[config.mk]
export PLATFORM = sky130hd
export DESIGN_NAME = alu_req_scheduler
export DESIGN_NICKNAME = d
export VERILOG_FILES = /design/src/rtl/alu_sched_pkg.sv /design/src/rtl/alu_core.sv /design/src/rtl/rr_arb2.sv /design/src/rtl/alu_req_scheduler.sv
export SDC_FILE = /design/constraint.sdc
export NUM_CORES = 1
export LEC_CHECK = 0
export BUFFER_PORTS_ARGS = -buffer_cell sky130_fd_sc_hd__clkbuf_2
export CORE_MARGIN = 2
export CORE_UTILIZATION = 56
export CTS_CLUSTER_DIAMETER = 120
export DETAILED_ROUTE_END_ITERATION = 8
export PLACE_DENSITY = 0.8
export SLEW_MARGIN = 20
export SYNTH_ARGS = -nofsm -noshare
export SYNTH_HDL_FRONTEND = slang
export SYNTH_SLANG_ARGS = --single-unit
[constraint.sdc]
create_clock -name clk -period 4.28 [get_ports clk]
set_input_delay 0.428 -clock clk [delete_from_list [all_inputs] [get_ports clk]]
set_output_delay 0.428 -clock clk [all_outputs]
set_load 0.01 [all_outputs]
[src/rtl/alu_sched_pkg.sv]
// ============================================================================
// Module      : alu_sched_pkg
// Description : Shared opcodes, FSM state type and ID width for the ALU request scheduler.
// Revision    : 1.0
// ============================================================================
`default_nettype none

package alu_sched_pkg;

   localparam logic [1:0] OP_ADD = 2'b00;
   localparam logic [1:0] OP_SUB = 2'b01;
   localparam logic [1:0] OP_MUL = 2'b10;
   localparam logic [1:0] OP_AVG = 2'b11;

   localparam int ID_W = 1;

   typedef enum logic [1:0] {
      IDLE = 2'd0,
      EXEC = 2'd1,
      RESP = 2'd2
   } state_t;

endpackage

`default_nettype wire

[src/rtl/alu_core.sv]
// ============================================================================
// Module      : ALU_Core
// Description : 4-bit combinational ALU; SUB is sign-magnitude, AVG carries the half bit in Y[7].
// Revision    : 1.0
// ============================================================================
`default_nettype none

module ALU_Core
   import alu_sched_pkg::*;
(
   input  logic [3:0] A,
   input  logic [3:0] B,
   input  logic [1:0] OP,
   output logic [7:0] Y
);

   logic [4:0] sum;
   logic [3:0] diff;

   assign sum = {1'b0, A} + {1'b0, B};

   always_comb begin
      Y    = 8'h00;
      diff = 4'h0;
      case (OP)
         OP_ADD: Y = {3'b000, sum};
         OP_SUB: begin
            if (A >= B) begin
               diff = A - B;
               Y    = {4'h0, diff};
            end else begin
               diff = B - A;
               Y    = {4'h8, diff};
            end
         end
         OP_MUL: Y = {4'h0, A} * {4'h0, B};
         OP_AVG: Y = {sum[0], 3'b000, sum[4:1]};
      endcase
   end

endmodule

`default_nettype wire

[src/rtl/rr_arb2.sv]
// ============================================================================
// Module      : rr_arb2
// Description : Two-input round-robin arbiter; pointer moves to the loser on each advance.
// Revision    : 1.0
// ============================================================================
`default_nettype none

module rr_arb2 (
   input  logic       clk,
   input  logic       rst_n,
   input  logic [1:0] req,
   input  logic       advance,
   output logic [1:0] grant,
   output logic       grant_idx
);

   logic ptr;

   always_comb begin
      grant = req;
      if (req == 2'b11) begin
         grant = ptr ? 2'b10 : 2'b01;
      end
   end

   assign grant_idx = grant[1];

   // Flips even for a lone requester so a late competitor wins the next contest.
   always_ff @(posedge clk or negedge rst_n) begin
      if (!rst_n) begin
         ptr <= 1'b0;
      end else if (advance) begin
         ptr <= ~grant_idx;
      end
   end

endmodule

`default_nettype wire

[src/rtl/alu_req_scheduler.sv]
// ============================================================================
// Module      : alu_req_scheduler
// Description : Shares one ALU_Core between two valid/ready requesters with a backpressured result port.
// Revision    : 1.0
// ============================================================================
`default_nettype none

module alu_req_scheduler
   import alu_sched_pkg::*;
#(
   parameter int EXEC_CYCLES = 1,
   parameter int CNT_W       = 8
) (
   input  logic             clk,
   input  logic             rst_n,
   input  logic             req0_valid,
   output logic             req0_ready,
   input  logic [3:0]       req0_a,
   input  logic [3:0]       req0_b,
   input  logic [1:0]       req0_op,
   input  logic             req1_valid,
   output logic             req1_ready,
   input  logic [3:0]       req1_a,
   input  logic [3:0]       req1_b,
   input  logic [1:0]       req1_op,
   output logic             res_valid,
   input  logic             res_ready,
   output logic [7:0]       res_y,
   output logic [ID_W-1:0]  res_id,
   output logic             busy,
   output logic [CNT_W-1:0] op_count
);

   localparam logic [3:0] EXEC_LOAD = 4'(EXEC_CYCLES - 1);

   state_t          state;
   logic [3:0]      exec_cnt;
   logic [3:0]      opa;
   logic [3:0]      opb;
   logic [1:0]      opc;
   logic [ID_W-1:0] id_q;
   logic [1:0]      grant;
   logic            grant_idx;
   logic            handshake;
   logic [7:0]      alu_y;

   rr_arb2 u_arb (
      .clk       (clk),
      .rst_n     (rst_n),
      .req       ({req1_valid, req0_valid}),
      .advance   (handshake),
      .grant     (grant),
      .grant_idx (grant_idx)
   );

   ALU_Core u_alu (
      .A  (opa),
      .B  (opb),
      .OP (opc),
      .Y  (alu_y)
   );

   assign handshake  = (state == IDLE) && (grant != 2'b00);
   // READY is masked by reset so a held VALID cannot handshake while reset is asserted.
   assign req0_ready = rst_n & handshake & grant[0];
   assign req1_ready = rst_n & handshake & grant[1];
   assign busy       = (state != IDLE);

   always_ff @(posedge clk or negedge rst_n) begin
      if (!rst_n) begin
         state     <= IDLE;
         exec_cnt  <= 4'd0;
         opa       <= 4'd0;
         opb       <= 4'd0;
         opc       <= 2'b00;
         id_q      <= '0;
         res_valid <= 1'b0;
         res_y     <= 8'h00;
         res_id    <= '0;
         op_count  <= '0;
      end else begin
         case (state)
            IDLE: begin
               if (handshake) begin
                  opa      <= grant_idx ? req1_a  : req0_a;
                  opb      <= grant_idx ? req1_b  : req0_b;
                  opc      <= grant_idx ? req1_op : req0_op;
                  id_q     <= ID_W'(grant_idx);
                  exec_cnt <= EXEC_LOAD;
                  state    <= EXEC;
               end
            end
            EXEC: begin
               if (exec_cnt == 4'd0) begin
                  res_y     <= alu_y;
                  res_id    <= id_q;
                  res_valid <= 1'b1;
                  state     <= RESP;
               end else begin
                  exec_cnt <= exec_cnt - 4'd1;
               end
            end
            RESP: begin
               if (res_ready) begin
                  res_valid <= 1'b0;
                  op_count  <= op_count + CNT_W'(1);
                  state     <= IDLE;
               end
            end
            default: state <= IDLE;
         endcase
      end
   end

endmodule

`default_nettype wire

==> impl_metrics.toml <==
[sta]
tns_ps = 0
hold_viol_final = 0
setup_viol = 0
min_period_ps = 3243
hold_ws_ps = 163.0
skew_ps = 4.296
fin_ws_ps = 1037
rsz0062_at_grt = "false"
max_freq_mhz = 308.4
slew_violations = 0
min_period_over_period_pct = 75.77
slew_headroom_pct = 52.57
worstMarginPinSlew_ps = 711.4

[route]
vias_per_cell = 5.556
finalWirelength_um = 5173
vias = 2100
drtPass1Iterations = 4
ant_nets = 0
drc_errors = 0
drt_iter0_drc = 133
routedWlPerCell_um = 13.69

[cts]
cts_tree = "done"
clk_path_buf_depth = 2
post_cts_buffers = 0
clk_latency_ps = 290
h-tree-depth = 2
cts_root_buf = "clkbuf_8"
clock_sinks = 36
cts-buffers-inserted = 5
cts_hold_buf = 0
cts_resized = 0
clk_pin_slew_worst_paths_ps = 80

[synth]
avgSynthCellArea_um2 = 9.413
synth_common_cells = "dfrtp_1 (36), nand2_1 (33), ha_1 (26)"
syn_area_mm2 = 0.002626
ys_seq_elements = 36
yosysTopAreaCell = "dfrtp_1"
synth_enable_flop_cells = 0
netlist_top_cells_area = "dfrtp_1 (34%), ha_1 (12%), fa_1 (5.3%), mux2i_1 (5.0%), nand2_1 (4.7%)"
yosysWarnings = 0
yosysSeqAreaShare_pct = 34.30
ys_types = 52
synth_top_area_share_pct = 34.30
synth.most_common_cell = "dfrtp_1"
synth_fp_nets = 337
synth_flop_cell = "dfrtp_1"
synth_cells = 279
async_reset_ff_share_pct = 100.0

[floorplan]
die_h_um = 72.48
core_area_mm2 = 0.004444
rows = 24
io_pins = 46
initial_core_util_pct = 59.09
dieArea_mm2 = 0.005253
die_w_um = 72.48

[pwr]
combPwrFrac_pct = 60.7
power_density_mw_per_mm2 = 781.7
seq_power_share_pct = 28.1
p_clk_share_pct = 11.3
leakagePower_nw = 1.546
ir_worst_vdd_uv = 342.9
p_int_w = 0.001240
switching_power_w = 0.001084
swShare_pct = 46.63

[final_layout]
area_growth_pct = 13.20
num_antenna_cells = 0
final_area_mm2 = 0.002973
n_fill_cell = 387
layout-drive-gt1-share_pct = 19.94
nets = 383

[global_route]
gr-usage-met1_pct = 30.30
track_usage_pct = 21.95
antenna_found_initial = 0
top_usage_layer = "met2"
grt_pass1_wl_um = 9121
grt_pass1_vias = 2060
grt_use_met3_pct = 4.722
use_met2_pct = 34.35
grt_max_degree = 38
grt-ovfl-total = 0

[placed_design]
portBuffers = 45
place_area_mm2 = 0.002877
dp_slack_ps = 1071
dp_hpwl_um = 4067
place_congestion = 0.9190

[status]
status = "finished clean"

[worst_setup_path]
end_kind = "flip-flop"
worstPathRequired_ps = 4460
reg2reg_depth = 10
crit_fanout = 8
path_class = "flip-flop to flip-flop"
r2r_start = "opa[1]"
r2r_end = "res_y[3]"
rrSetupSlack_ps = 1040
cp.arrival_ps = 3420
crit_path_start_kind = "flip-flop"

[worst_hold_path]
hp-class = "input pin to async pin"

[flow_run]
cap_violations = 0
## cell families (layout without fill, tap and decap cells)
family / count (synthesis) / in the layout / synth area share (%)
AND/OR/NAND/NOR: 85 / 85 / 15.05
AO/OA/AOI/OAI: 59 / 59 / 14.82
flip-flops: 36 / 36 / 34.30
buffers and inverters: 35 / 82 / 6.098
adder cells (fa/ha/maj): 33 / 33 / 17.72
multiplexers: 18 / 18 / 7.670
XOR/XNOR: 13 / 13 / 4.335
## power groups by stage
stage,clock [W],combinational (W),sequential [W]
floorplan,0,0.00109,0.000627
global placement,0,0.00136,0.000651
detailed placement,0,0.00140,0.000660
CTS,0.000268,0.00141,0.000654
global route,0.000284,0.00159,0.000681
finish,0.000262,0.00141,0.000652
## worst max-delay path, cell delays in order (launching register included)
cell	delay (ps)
dfrtp_1	540
nand2_1	130
fa_1	520
inv_1	60
fa_1	560
inv_1	70
fa_1	550
a21oi_1	70
a311o_1	360
nor3_1	200
nor3_1	80
## per-layer routing
metal  up-vias  part of all wire [%]
met5         -                     0
met4         0                   1.5
li1       1053                     -
met2        65                    47
met1       975                    47
met3         7                   4.9
## through the flow
stage | cells | utilization, % | total power [W]
6_report | 378 | 66.89 | 0.002324
5_1_grt | 378 | 66.89 | 0.002560
4_1_cts | 378 | 66.89 | 0.002333
3_5_place_dp | 370 | 64.72 | 0.002056
3_3_place_gp | 370 | 64.64 | 0.002009
2_1_floorplan | 279 | - | 0.001717
## cell type report
cell class                 count  area [um2]  area share, %
sequential                    36       900.9          30.30
multi-input combinational    208        1569          52.78
clock inverter                 2       13.76         0.4630
inverter                      27       101.3          3.409
clock buffer                   6       82.58          2.778
tap                           52       65.06          2.189
timing repair buffer          47       240.2          8.081
## worst max path at each step
stage          slack, ps  cells past startpoint  startpoint  endpoint
6_report            1040                     10      opa[1]  res_y[3]
5_1_grt              850                     10      opa[1]  res_y[3]
4_1_cts             1040                     10      opa[1]  res_y[3]
3_5_place_dp        1070                     10      opa[1]  res_y[3]
3_3_place_gp        1140                     10      opa[1]  res_y[3]
2_1_floorplan       1230                     10      opa[1]  res_y[3]
## placed cells by master (no fill, tap or decap), types with 3 or more instances in the layout
cell type | netlist | layout
xnor2_1 | 9 | 9
nand3_1 | 6 | 6
a211oi_1 | 3 | 3
xor2_1 | 4 | 4
a21oi_1 | 8 | 8
inv_1 | 25 | 25
nand2_1 | 33 | 33
nand2b_1 | 5 | 5
a21o_1 | 4 | 4
and2_1 | 3 | 3
nor3_1 | 3 | 3
ha_1 | 26 | 26
clkbuf_2 | 0 | 45
o21ai_0 | 20 | 20
nor2b_1 | 4 | 4
mux2i_1 | 13 | 13
clkbuf_8 | 2 | 6
dfrtp_1 | 36 | 36
nor2_1 | 22 | 22
fa_1 | 7 | 7
## state kept, by name, summed over array words and instances (netlist names)
| name | flops |
|---|---|
| res_valid | 1 |
| op_count | 8 |
| state | 2 |
| res_y | 8 |
| id_q | 1 |
| opc | 2 |
| u_arb.ptr | 1 |
| opa | 4 |
| res_id | 1 |
| exec_cnt | 4 |
| opb | 4 |
Note: power is estimated with default switching activity, not from simulation.
